## config.mk

```make
export PLATFORM = sky130hd
export DESIGN_NAME = wbh_ext_bridge
export DESIGN_NICKNAME = d
export VERILOG_FILES = /design/src/rtl/wbh_pkg.sv /design/src/rtl/wbh_timeout_cnt.sv /design/src/rtl/wbh_ext_bridge.sv
export SDC_FILE = /design/constraint.sdc
export NUM_CORES = 1
export LEC_CHECK = 0
export ABC_CLOCK_PERIOD_IN_PS = 5500
export BUFFER_PORTS_ARGS = -buffer_cell sky130_fd_sc_hd__buf_2
export CORE_MARGIN = 2
export CORE_UTILIZATION = 45
export DETAILED_ROUTE_END_ITERATION = 8
export GPL_ROUTABILITY_DRIVEN = 0
export PLACE_DENSITY = 0.73
export SYNTH_ARGS = -nofsm -noshare
export SYNTH_HDL_FRONTEND = slang
export SYNTH_SLANG_ARGS = --single-unit
```

## constraint.sdc

```tcl
create_clock -name wb_clk_i -period 5.5 [get_ports wb_clk_i]
set_input_delay 1.1 -clock wb_clk_i [delete_from_list [all_inputs] [get_ports wb_clk_i]]
set_output_delay 1.1 -clock wb_clk_i [all_outputs]
set_load 0.01 [all_outputs]
```

## src/rtl/wbh_pkg.sv

```systemverilog
// wbh_pkg: shared definitions for the wishbone external bridge.
//   - FSM state encoding
//   - response data returned when a downstream access times out
//   - bit positions of the local bank/status register
package wbh_pkg;

    typedef enum logic [1:0] {
        ST_IDLE = 2'd0,
        ST_REQ  = 2'd1,
        ST_RESP = 2'd2
    } wbh_state_e;

    localparam logic [31:0] TIMEOUT_DATA = 32'hDEAD_0BAD;

    // Local register layout: [7:0] bank, [8] sticky timeout flag, rest zero.
    localparam int BANK_LSB    = 0;
    localparam int BANK_MSB    = 7;
    localparam int TO_FLAG_BIT = 8;

    function automatic logic [31:0] local_reg_value(input logic [7:0] bank,
                                                    input logic       to_flag);
        return {23'd0, to_flag, bank};
    endfunction

endpackage

```

## src/rtl/wbh_timeout_cnt.sv

```systemverilog
// wbh_timeout_cnt: loadable down-counter with clear, enable and a
// terminal-count flag.
//   clk, rst  : clock, asynchronous active-high reset
//   clr       : force the count to zero
//   load      : load load_val (priority over clr and en)
//   load_val  : value to load
//   en        : decrement by one, saturating at zero
//   tc        : count is zero
module wbh_timeout_cnt #(
    parameter int unsigned W = 8
) (
    input  logic         clk,
    input  logic         rst,
    input  logic         clr,
    input  logic         load,
    input  logic [W-1:0] load_val,
    input  logic         en,
    output logic         tc
);

    logic [W-1:0] cnt_q;
    logic [W-1:0] cnt_d;

    always_comb begin
        cnt_d = cnt_q;
        if (load) begin
            cnt_d = load_val;
        end else if (clr) begin
            cnt_d = '0;
        end else if (en && (cnt_q != '0)) begin
            cnt_d = cnt_q - 1'b1;
        end
    end

    always_ff @(posedge clk or posedge rst) begin
        if (rst) begin
            cnt_q <= '0;
        end else begin
            cnt_q <= cnt_d;
        end
    end

    assign tc = (cnt_q == '0);

endmodule

```

## src/rtl/wbh_ext_bridge.sv

```systemverilog
// wbh_ext_bridge: single-outstanding wishbone bridge from the management
// SoC port (wbd_ext_*) to the internal wishbone master port (wbm_*).
// The top address byte of forwarded accesses comes from a local bank
// register at LOCAL_ADDR; a timeout aborts downstream accesses that never
// complete, returning TIMEOUT_DATA with err and setting a sticky flag.
//   wb_clk_i / wb_rst_i      : clock, asynchronous active-high reset
//   wbd_ext_* (inputs)       : upstream request (cyc, stb, we, sel, adr, dat)
//   wbd_ext_ack_o/err_o/dat_o: one-cycle registered response
//   wbm_* (outputs)          : registered downstream request
//   wbm_ack_i/err_i/dat_i    : downstream response
// Handshake: upstream request is taken when cyc & stb are high in IDLE;
// completion is a single-cycle ack (err alongside); downstream cyc/stb stay
// high with stable attributes until ack or err is seen.
module wbh_ext_bridge
    import wbh_pkg::*;
#(
    parameter logic [31:0] LOCAL_ADDR = 32'h3080_0000,
    parameter int unsigned TIMEOUT    = 255,
    parameter logic [7:0]  BANK_RST   = 8'h10
) (
    input  logic        wb_clk_i,
    input  logic        wb_rst_i,
    input  logic        wbd_ext_cyc_i,
    input  logic        wbd_ext_stb_i,
    input  logic        wbd_ext_we_i,
    input  logic [3:0]  wbd_ext_sel_i,
    input  logic [31:0] wbd_ext_adr_i,
    input  logic [31:0] wbd_ext_dat_i,
    output logic        wbd_ext_ack_o,
    output logic        wbd_ext_err_o,
    output logic [31:0] wbd_ext_dat_o,
    output logic        wbm_cyc_o,
    output logic        wbm_stb_o,
    output logic        wbm_we_o,
    output logic [3:0]  wbm_sel_o,
    output logic [31:0] wbm_adr_o,
    output logic [31:0] wbm_dat_o,
    input  logic        wbm_ack_i,
    input  logic        wbm_err_i,
    input  logic [31:0] wbm_dat_i
);

    localparam int unsigned CNT_W = $clog2(TIMEOUT + 1);
    // Loaded on entry to REQ; reaching zero marks the TIMEOUT-th REQ edge.
    localparam logic [CNT_W-1:0] CNT_LOAD = CNT_W'(TIMEOUT - 1);

    wbh_state_e  state_q, state_d;
    logic        we_q, we_d;
    logic [3:0]  sel_q, sel_d;
    logic [31:0] wdat_q, wdat_d;
    logic [31:0] adr_q, adr_d;
    logic        cyc_q, cyc_d;
    logic [31:0] rdat_q, rdat_d;
    logic        err_q, err_d;
    logic [7:0]  bank_q, bank_d;
    logic        to_flag_q, to_flag_d;
    logic        ack_o_q, ack_o_d;
    logic        err_o_q, err_o_d;
    logic [31:0] dat_o_q, dat_o_d;

    logic cnt_load, cnt_clr, cnt_en, cnt_tc;
    logic accept, is_local;

    // While ack is out the master has not yet dropped stb; ignoring the
    // request for that cycle avoids re-accepting the finished transfer.
    assign accept   = wbd_ext_cyc_i & wbd_ext_stb_i & ~ack_o_q;
    assign is_local = (wbd_ext_adr_i == LOCAL_ADDR);

    wbh_timeout_cnt #(.W(CNT_W)) u_timeout_cnt (
        .clk      (wb_clk_i),
        .rst      (wb_rst_i),
        .clr      (cnt_clr),
        .load     (cnt_load),
        .load_val (CNT_LOAD),
        .en       (cnt_en),
        .tc       (cnt_tc)
    );

    always_comb begin
        state_d   = state_q;
        we_d      = we_q;
        sel_d     = sel_q;
        wdat_d    = wdat_q;
        adr_d     = adr_q;
        cyc_d     = cyc_q;
        rdat_d    = rdat_q;
        err_d     = err_q;
        bank_d    = bank_q;
        to_flag_d = to_flag_q;
        ack_o_d   = 1'b0;
        err_o_d   = 1'b0;
        dat_o_d   = '0;
        cnt_load  = 1'b0;
        cnt_clr   = 1'b0;
        cnt_en    = 1'b0;
        case (state_q)
            ST_IDLE: begin
                cnt_clr = 1'b1;
                if (accept) begin
                    we_d   = wbd_ext_we_i;
                    sel_d  = wbd_ext_sel_i;
                    wdat_d = wbd_ext_dat_i;
                    if (is_local) begin
                        // Read data is the register value before this write.
                        rdat_d = local_reg_value(bank_q, to_flag_q);
                        err_d  = 1'b0;
                        if (wbd_ext_we_i && wbd_ext_sel_i[0]) begin
                            bank_d = wbd_ext_dat_i[BANK_MSB:BANK_LSB];
                        end
                        if (wbd_ext_we_i && wbd_ext_sel_i[1] && wbd_ext_dat_i[TO_FLAG_BIT]) begin
                            to_flag_d = 1'b0;
                        end
                        state_d = ST_RESP;
                    end else begin
                        adr_d    = {bank_q, wbd_ext_adr_i[23:0]};
                        cyc_d    = 1'b1;
                        cnt_load = 1'b1;
                        state_d  = ST_REQ;
                    end
                end
            end
            ST_REQ: begin
                cnt_en = 1'b1;
                // A slave response takes precedence over an expiring timer.
                if (wbm_ack_i || wbm_err_i) begin
                    rdat_d  = we_q ? 32'd0 : wbm_dat_i;
                    err_d   = wbm_err_i;
                    cyc_d   = 1'b0;
                    state_d = ST_RESP;
                end else if (cnt_tc) begin
                    rdat_d    = TIMEOUT_DATA;
                    err_d     = 1'b1;
                    to_flag_d = 1'b1;
                    cyc_d     = 1'b0;
                    state_d   = ST_RESP;
                end
            end
            ST_RESP: begin
                ack_o_d = 1'b1;
                err_o_d = err_q;
                dat_o_d = rdat_q;
                state_d = ST_IDLE;
            end
            default: state_d = ST_IDLE;
        endcase
    end

    always_ff @(posedge wb_clk_i or posedge wb_rst_i) begin
        if (wb_rst_i) begin
            state_q   <= ST_IDLE;
            we_q      <= 1'b0;
            sel_q     <= '0;
            wdat_q    <= '0;
            adr_q     <= '0;
            cyc_q     <= 1'b0;
            rdat_q    <= '0;
            err_q     <= 1'b0;
            bank_q    <= BANK_RST;
            to_flag_q <= 1'b0;
            ack_o_q   <= 1'b0;
            err_o_q   <= 1'b0;
            dat_o_q   <= '0;
        end else begin
            state_q   <= state_d;
            we_q      <= we_d;
            sel_q     <= sel_d;
            wdat_q    <= wdat_d;
            adr_q     <= adr_d;
            cyc_q     <= cyc_d;
            rdat_q    <= rdat_d;
            err_q     <= err_d;
            bank_q    <= bank_d;
            to_flag_q <= to_flag_d;
            ack_o_q   <= ack_o_d;
            err_o_q   <= err_o_d;
            dat_o_q   <= dat_o_d;
        end
    end

    assign wbm_cyc_o     = cyc_q;
    assign wbm_stb_o     = cyc_q;
    assign wbm_we_o      = we_q;
    assign wbm_sel_o     = sel_q;
    assign wbm_adr_o     = adr_q;
    assign wbm_dat_o     = wdat_q;
    assign wbd_ext_ack_o = ack_o_q;
    assign wbd_ext_err_o = err_o_q;
    assign wbd_ext_dat_o = dat_o_q;

endmodule

```

**Yosys cells after proc, flatten, opt, wreduce, memory -nomap -nowiden**

Index checks and enable logic that the tools add are counted.

- Bits in registers: 156
- Latch bits: 0
- Bits in writable memories: 0
- Bits in read-only memories: 0
- Input bits: 107
- Output and inout bits: 105
- Logic and storage cells: 83
- Memories: 0

- Add/sub/neg operators: 1
- $mul: 0
- Divide/modulo/power cells: 0
- Order comparisons: 0
- Eq/ne operators: 10
- Shifts and indexed selects: 0
- Muxes and demuxes: 37
- Bitwise gates (word level): 4
- Reduce and logical (&&, ||, !) cells: 17

Operator list:

| operator | number |
|---|---|
| $mux 32 | 6 |
| $pmux 32 s2 | 1 |
| $eq 32x30->1 const B | 1 |
| $mux 8 | 3 |
| $mux 1 | 19 |
| $ne 2x2->1 const B | 6 |
| $reduce_and 4->1 | 3 |
| $logic_not 8->1 | 1 |
| $mux 2 | 4 |
| $reduce_bool 8->1 | 1 |
| $sub 8x1->8 const B | 1 |
| $pmux 1 s2 | 3 |
| $reduce_and 6->1 | 1 |
| $logic_and 1x1->1 | 4 |
| $pmux 2 s2 | 1 |
| $reduce_and 2->1 | 2 |
| $ne 3x3->1 const B | 1 |
| $reduce_and 3->1 | 1 |
| $reduce_bool 3->1 | 1 |
| $and 1x1->1 | 2 |
| $eq 2x1->1 const B | 1 |
| $eq 2x2->1 const B | 1 |
| $logic_not 2->1 | 1 |
| $not 1->1 | 2 |
| 2 further kinds | 2 |

**Depth between registers and ports, before layout**

Gate-level depths: netlist (run 1).

- Depth in word-level cells: 6
- Depth in mapped cells: 8
- Gate-level depth less buffers: 7

**Modules after synthesis**

Synthesis (run 1) repeated with hierarchy kept, for this count alone.

- Cell total of the unflattened synthesis: 457
- Area, all modules: 6217.2 µm²

By module, submodules not included:

| module | times used | cells each | area an instance (µm²) | seq. area each (µm²) |
|---|---|---|---|---|
| wbh_ext_bridge | 1 | 396 | 5690.5 | 3704.8 |
| wbh_timeout_cnt | 1 | 61 | 526.8 | 200.2 |

**Worst setup path after synthesis (run 1)**

OpenSTA, ideal clock, no wires.

- Path type: input to register
- Start point: input wbd_ext_adr_i[17]
- End point: register adr_q[10], in the netlist wbm_adr_o[10]
- Setup time: 0.125 ns
- Arrival time: 2.681 ns
- Required time: 5.375 ns
- Path slack: 2.694 ns
- Cell stages on the path: 7
- Path buffers: 2
- Cells stage by stage: nor4_2 nand2_1 or4_4 and2_4 buf_6 buf_8 mux2_4

- Word-level cells in the longest chain between the ends: 3

Ends and longest elaborated chain:

| element | line | source |
|---|---|---|
| start: declaration | wbh_ext_bridge.sv:27 | `input logic [31:0] wbd_ext_adr_i,` |
| $eq 32x30->1 | wbh_ext_bridge.sv:67 | `assign is_local = (wbd_ext_adr_i == LOCAL_ADDR);` |
| $not 1->1 (no source line) | n/a |  |
| $reduce_and 3->1 (no source line) | n/a |  |
| end signal: assignment | wbh_ext_bridge.sv:168 | `adr_q <= adr_d;` |
| end: declaration | wbh_ext_bridge.sv:51 | `logic [31:0] adr_q, adr_d;` |

No other way between the ends.
A chain may end at the register's enable or synchronous reset.

**Final worst setup path (run 1)**

- Start point: register state_q[0]
- End point: register bank_q[5]

- Word-level cells in the longest chain between the ends: 2

Ends and longest elaborated chain:

| element | line | source |
|---|---|---|
| start: declaration | wbh_ext_bridge.sv:47 | `wbh_state_e state_q, state_d;` |
| start signal: assignment | wbh_ext_bridge.sv:164 | `state_q <= state_d;` |
| $logic_not 2->1 | wbh_ext_bridge.sv:96 | `case (state_q)` |
| $reduce_and 4->1 (no source line) | n/a |  |
| end signal: assignment | wbh_ext_bridge.sv:172 | `bank_q <= bank_d;` |
| end: declaration | wbh_ext_bridge.sv:55 | `logic [7:0] bank_q, bank_d;` |

No other way between the ends.

==> results of run 1 <==
-- metrics by stage --
| stage | utilization | hold slack, ns |
|---|---|---|
| after floorplan | - | 0.4410 |
| after global placement | 0.5528 | 0.4508 |
| after detailed placement | 0.5528 | 0.4575 |
| after CTS | 0.5938 | 0.4724 |
| after global routing | 0.5938 | 0.4829 |
| final | 0.5938 | 0.4676 |
-- area by class of cell --
| class | instances | area (um^2) | area share |
|---|---|---|---|
| clock buffer | 18 | 439.2 | 0.05519 |
| multi-input combinational | 270 | 2173 | 0.2731 |
| inverter | 7 | 31.28 | 0.003931 |
| timing repair buffer | 214 | 1079 | 0.1355 |
| clock inverter | 14 | 110.1 | 0.01384 |
| sequential | 156 | 3905 | 0.4907 |
| tap | 176 | 220.2 | 0.02767 |
-- metal layers --
layer | vias up | part of all wire | GRT usage
li1 | 2031 | - | -
met1 | 2121 | 0.44 | 0.2598
met2 | 182 | 0.47 | 0.3202
met3 | 21 | 0.073 | 0.05852
met4 | 0 | 0.017 | 0.07974
met5 | - | 0 | 0
-- report_power, final --
part	switching (mW)	internal (mW)
registers	0.155	1.42
logic	0.381	0.406
clock network	0.479	0.595
-- cell families after synthesis --
group	Yosys count	share of synthesized area
AOI/OAI and AO/OA	79	0.08538
adders and majority gates	2	0.004017
buffers and inverters	31	0.02471
DFF	156	0.6270
muxes	85	0.1627
and+or+nand+nor	104	0.09623
-- path summary, 6_finish.rpt --
check	start	end	slack (ns)	cells after the start
worst max-delay path	state_q[0]	bank_q[5]	2.53	5
min in group asynchronous	wb_rst_i	wbm_dat_o[23]	0.92	2
worst min-delay path	rdat_q[16]	rdat_q[16]	0.47	1
worst min register to register	rdat_q[16]	rdat_q[16]	0.47	1
max in group asynchronous	wb_rst_i	rdat_q[28]	3.45	3
worst max register to register	state_q[0]	bank_q[5]	2.53	5
-- state kept, by name (all words and copies together), names as in the netlist --
| signal | count |
|---|---|
| rdat_q | 32 |
| wbd_ext_dat_o | 32 |
| wbm_adr_o | 32 |
| wbm_dat_o | 32 |
| bank_q | 8 |
| u_timeout_cnt.cnt_q | 8 |
| wbm_sel_o | 4 |
| state_q | 2 |
| err_q | 1 |
| to_flag_q | 1 |
| wbd_ext_ack_o | 1 |
| wbd_ext_err_o | 1 |
| wbm_cyc_o | 1 |
| wbm_we_o | 1 |
-- synth_stat cells, drive strengths merged (3+ instances only) --
library cell	number
nor3	6
nor4	7
clkbuf	15
nor2	9
mux2	85
nand2	28
a22o	13
a21oi	23
dfrtp	155
a21o	17
buf	9
nand3	3
inv	7
o21ai	16
and2	36
==> flow_summary.json, run 1 <==
{
  "cts_tree": "built",
  "vias_per_cell": 5.094,
  "place_inst": 823,
  "synth_area_um2": 6228,
  "n_antenna_cell": 0,
  "nets": 775,
  "rows": 42,
  "die_h_um": 121.7,
  "final_cells": 855,
  "endpoint_kind": "flip-flop",
  "dpl.hpwl_um": 10000,
  "first_iter_violations": 252,
  "syn_avg_cell_area_um2": 13.63,
  "die_w_um": 121.7,
  "worstPathMaxFanout": 42,
  "clock_skew_ns": 0.005388,
  "clk_pin_slew_worst_paths_ns": 0.06,
  "cp_slowest_stage_delay_ns": 0.88,
  "stdcell_area_um2": 7958,
  "totalWireLength_um": 14190,
  "clkSinkCount": 156,
  "dieArea_um2": 14800,
  "ant_nets": 0,
  "critPathKind": "reg2reg",
  "cp_data_arrival_time_ns": 3.27,
  "final_hold_viol_count": 0,
  "setup_viol_count_final": 0,
  "synth_top_area_frac": 0.6227,
  "ys_seq_area_frac": 0.6270,
  "synth-edff-count": 0,
  "gr-usage-all-layers": 0.2008,
  "synth_flop_cell": "dfrtp_1",
  "ios": 212,
  "drc": 0,
  "synth_cell_types": 48,
  "status": "finished, final reports clean",
  "powerDensity_nw_per_um2": 432.4,
  "drv_cap": 0,
  "fmax_mhz": 336.4,
  "route.vias.total": 4355,
  "tns_ns": 0,
  "path_buf_inv": 0,
  "slew_headroom": 0.2388,
  "core_um2": 13400,
  "drive_above_1_share": 0.5081,
  "final_cell_mix": "buf_2, dfrtp_1, mux2_2",
  "grt.overflow.total": 0,
  "rsz0062_at_grt": "no",
  "worst_pin_slew_ns": 1.142,
  "drv_slew": 0,
  "syn2layout_area_growth_pct": 27.76,
  "crit_path_top_delay_cell": "and2_2",
  "ir_drop_mv": 0.2285,
  "cts-resized-gates": 0,
  "leakagePower_nw": 4.106,
  "critical-path-top-delay-family": "simple AND/OR/NAND/NOR gates",
  "final_common_cell": "buf_2",
  "cp-start-kind": "flip-flop",
  "ys_seq_elements": 156,
  "min_period_over_period": 0.5405,
  "cts_root_buf": "clkbuf_16",
  "ys.warnings.count": 0,
  "cts_buffer_depth": 2,
  "place_ws_ns": 2.149,
  "placed_area_um2": 7408,
  "synthCells": 457,
  "antenna_found_initial": 0,
  "fillers": 1119,
  "required_ns": 5.80,
  "grt_pass1_vias": 4471,
  "totalPowerFinal_mw": 3.441,
  "wl_per_cell_um": 16.60,
  "yosysTopAreaCell": "dfrtp_1",
  "grt_first_pass_wirelength_um": 22630,
  "portBuffers": 211,
  "grt_max_degree": 122,
  "start_util": 0.4648,
  "htree_levels": 4,
  "first_pass_iters": 4,
  "synth_area_leaders": "dfrtp_1, mux2_2, mux2_4, and2_1, a21o_1",
  "crit_chain": "nor2_1 -> and2_2 -> nand3_1 -> nor2_2 -> mux2_2",
  "hold_buffers": 0,
  "post_cts_buffers": 0,
  "synth.net_count": 566,
  "postLayoutSetupSlackWorst_ns": 2.528,
  "period_needed_ns": 2.972,
  "cts_buffers": 17,
  "synthArstFlopShare": 1.000,
  "min_path_type": "reg2reg",
  "clk_latency_ns": 0.42
}
Note: power is estimated with default switching activity, not from simulation.
==> run 2, diff against run 1 <==
--- a/config.mk
+++ b/config.mk
@@ -5,7 +5,7 @@
 export SDC_FILE = /design/constraint.sdc
 export NUM_CORES = 1
 export LEC_CHECK = 0
-export ABC_CLOCK_PERIOD_IN_PS = 5500
+export ABC_CLOCK_PERIOD_IN_PS = 2600
 export BUFFER_PORTS_ARGS = -buffer_cell sky130_fd_sc_hd__buf_2
 export CORE_MARGIN = 2
 export CORE_UTILIZATION = 45
==> constraint.sdc (replaced) <==
create_clock -name wb_clk_i -period 2.6 [get_ports wb_clk_i]
set_input_delay 0.52 -clock wb_clk_i [delete_from_list [all_inputs] [get_ports wb_clk_i]]
set_output_delay 0.52 -clock wb_clk_i [all_outputs]
set_load 0.01 [all_outputs]
==> run 2 against run 1 <==
  * Cell area is 2.8% higher
  * Core utilization increased by 1.7 points
  * Combinational power rose by 120%
  * Die area did not move
  * Via count up 2.0%
  * Worst hold slack worse by 0.24 ns
  * Worst setup slack got worse by 2.2 ns
  * Register-to-register slack worse by 2.2 ns
  * Fmax up 31%
  * Largest cell class unchanged
  * Largest power group unchanged
  * Highest routed layer unchanged
==> flow_summary.json, run 2 (same netlist as run 1, synthesis figures left out) <==
{
  "wl_per_cell_um": 16.21,
  "cp_slowest_stage_delay_ns": 0.40,
  "ant_nets": 0,
  "place_ws_ns": 0.1008,
  "seq_power_share": 0.436,
  "power.internal_mw": 5.559,
  "ios": 212,
  "die_w_um": 121.7,
  "htree_levels": 4,
  "path_buf_inv": 2,
  "wl_met1_um": 5985,
  "crit_path_top_delay_cell": "dfrtp_1",
  "critical-path-top-delay-family": "simple AND/OR/NAND/NOR gates",
  "holdWs_ns": 0.2252,
  "start_util": 0.4648,
  "wl_met2_um": 6870,
  "powerDensity_nw_per_um2": 931.9,
  "antenna_found_initial": 0,
  "first_iter_violations": 346,
  "totalWireLength_um": 14100,
  "route.vias.total": 4441,
  "status": "finished, final reports clean",
  "grt_first_pass_wirelength_um": 22690,
  "portBuffers": 211,
  "n_antenna_cell": 0,
  "clk_latency_ns": 0.43,
  "fmax_mhz": 440.8,
  "ir_drop_mv": 0.6658,
  "tns_ns": 0,
  "final_util": 0.6106,
  "endpoint_kind": "flip-flop",
  "die_h_um": 121.7,
  "required_ns": 2.90,
  "syn2layout_area_growth_pct": 31.38,
  "switching_share": 0.2710,
  "clockPowerShare": 0.338,
  "period_needed_ns": 2.269,
  "worst_pin_slew_ns": 0.7602,
  "leakagePower_nw": 4.237,
  "rows": 42,
  "drv_slew": 0,
  "cts_root_buf": "clkbuf_16",
  "switching_power_mw": 2.066,
  "clock_skew_ns": 0.01463,
  "cts-resized-gates": 0,
  "nets": 790,
  "dieArea_um2": 14800,
  "highest_layer": "met4",
  "critPathKind": "reg2reg",
  "combPwrFrac": 0.225,
  "min_period_over_period": 0.8726,
  "worstPathMaxFanout": 34,
  "cts_tree": "built",
  "clk_pin_slew_worst_paths_ns": 0.06,
  "clkSinkCount": 156,
  "drive_above_1_share": 0.5173,
  "postLayoutSetupSlackWorst_ns": 0.3313,
  "gr-usage-all-layers": 0.2010,
  "dpl.hpwl_um": 10220,
  "post_cts_buffers": 0,
  "min_path_type": "in2async",
  "hold_buffers": 0,
  "cts_buffer_depth": 2,
  "drv_cap": 0,
  "cp-start-kind": "flip-flop",
  "wl_met3_um": 1046,
  "grt_pass1_vias": 4474,
  "final_common_cell": "buf_2",
  "grt_max_degree": 50,
  "cp_data_arrival_time_ns": 2.57,
  "first_pass_iters": 5,
  "vias_per_cell": 5.105,
  "core_um2": 13400,
  "final_cell_mix": "buf_2, dfrtp_1, mux2_2",
  "setup_viol_count_final": 0,
  "final_hold_viol_count": 0,
  "cts_buffers": 17,
  "grt.overflow.total": 0,
  "slew_headroom": 0.4922,
  "crit_chain": "inv_1 -> ha_1 -> nor4b_2 -> nand2_1 -> a311oi_2 -> o21ai_2 -> buf_4 -> mux2_2",
  "drc": 0,
  "rsz0062_at_grt": "no"
}
[run 2: cell count changes in the layout (fill, tap and decap cells not counted), sizes merged]
cell / before / now
clkinvlp: 4 / 3
buf: 214 / 229
inv: 12 / 6
clkbuf: 18 / 20
bufinv: 0 / 4
clkinv: 5 / 6
[run 2: power groups by stage]
stage | Combinational, mW | Sequential [mW] | Clock, mW
after floorplan | 0.920 | 3.47 | 0
after global placement | 1.68 | 3.32 | 0
after detailed placement | 1.73 | 3.35 | 0
after CTS | 1.74 | 3.33 | 2.64
after global routing | 1.89 | 3.40 | 2.76
final | 1.72 | 3.33 | 2.58
[run 2: final cells by class]
type	instances	area [um^2]
clock buffers	20	456.7
clock inverters	12	168.9
fillers	1077	5218
inverters	7	30.03
multi-input cells	270	2173
flip-flops and latches	156	3905
well taps	176	220.2
repair buffers	229	1229
[run 2: metrics by stage]
stage	instances	cell area (um^2)	power (mW)
6_report	870	8183	7.626
5_1_grt	870	8183	8.042
4_1_cts	870	8183	7.705
3_5_place_dp	838	7557	5.080
3_3_place_gp	838	7557	4.997
2_1_floorplan	457	6232	4.385
[run 2: final timing paths]
kind,depth (start not counted),end,slack (ns),startpoint
max reg2reg,8,rdat_q[4],0.33,u_timeout_cnt.cnt_q[1]
min,2,wbd_ext_dat_o[23],0.23,wb_rst_i
min in group wb_clk_i,2,rdat_q[17],0.32,wbm_dat_i[17]
max in group asynchronous,3,bank_q[4],1.65,wb_rst_i
max,8,rdat_q[4],0.33,u_timeout_cnt.cnt_q[1]
min reg2reg,1,rdat_q[30],0.47,rdat_q[30]
[run 2: worst reg2reg max path, delay by kind of cell (launching register included)]
family,cells,cell delay [ns]
buf+inv,2,0.37
flops,1,0.40
mux,1,0.33
simple gates,2,0.44
fa+ha+maj,1,0.17
compound gates,2,0.43
[run 2: metal layers]
metal / track usage / up-vias
li1: - / 2065
met1: 0.2597 / 2165
met2: 0.3174 / 196
met3: 0.06554 / 15
met4: 0.07687 / 0
met5: 0 / -
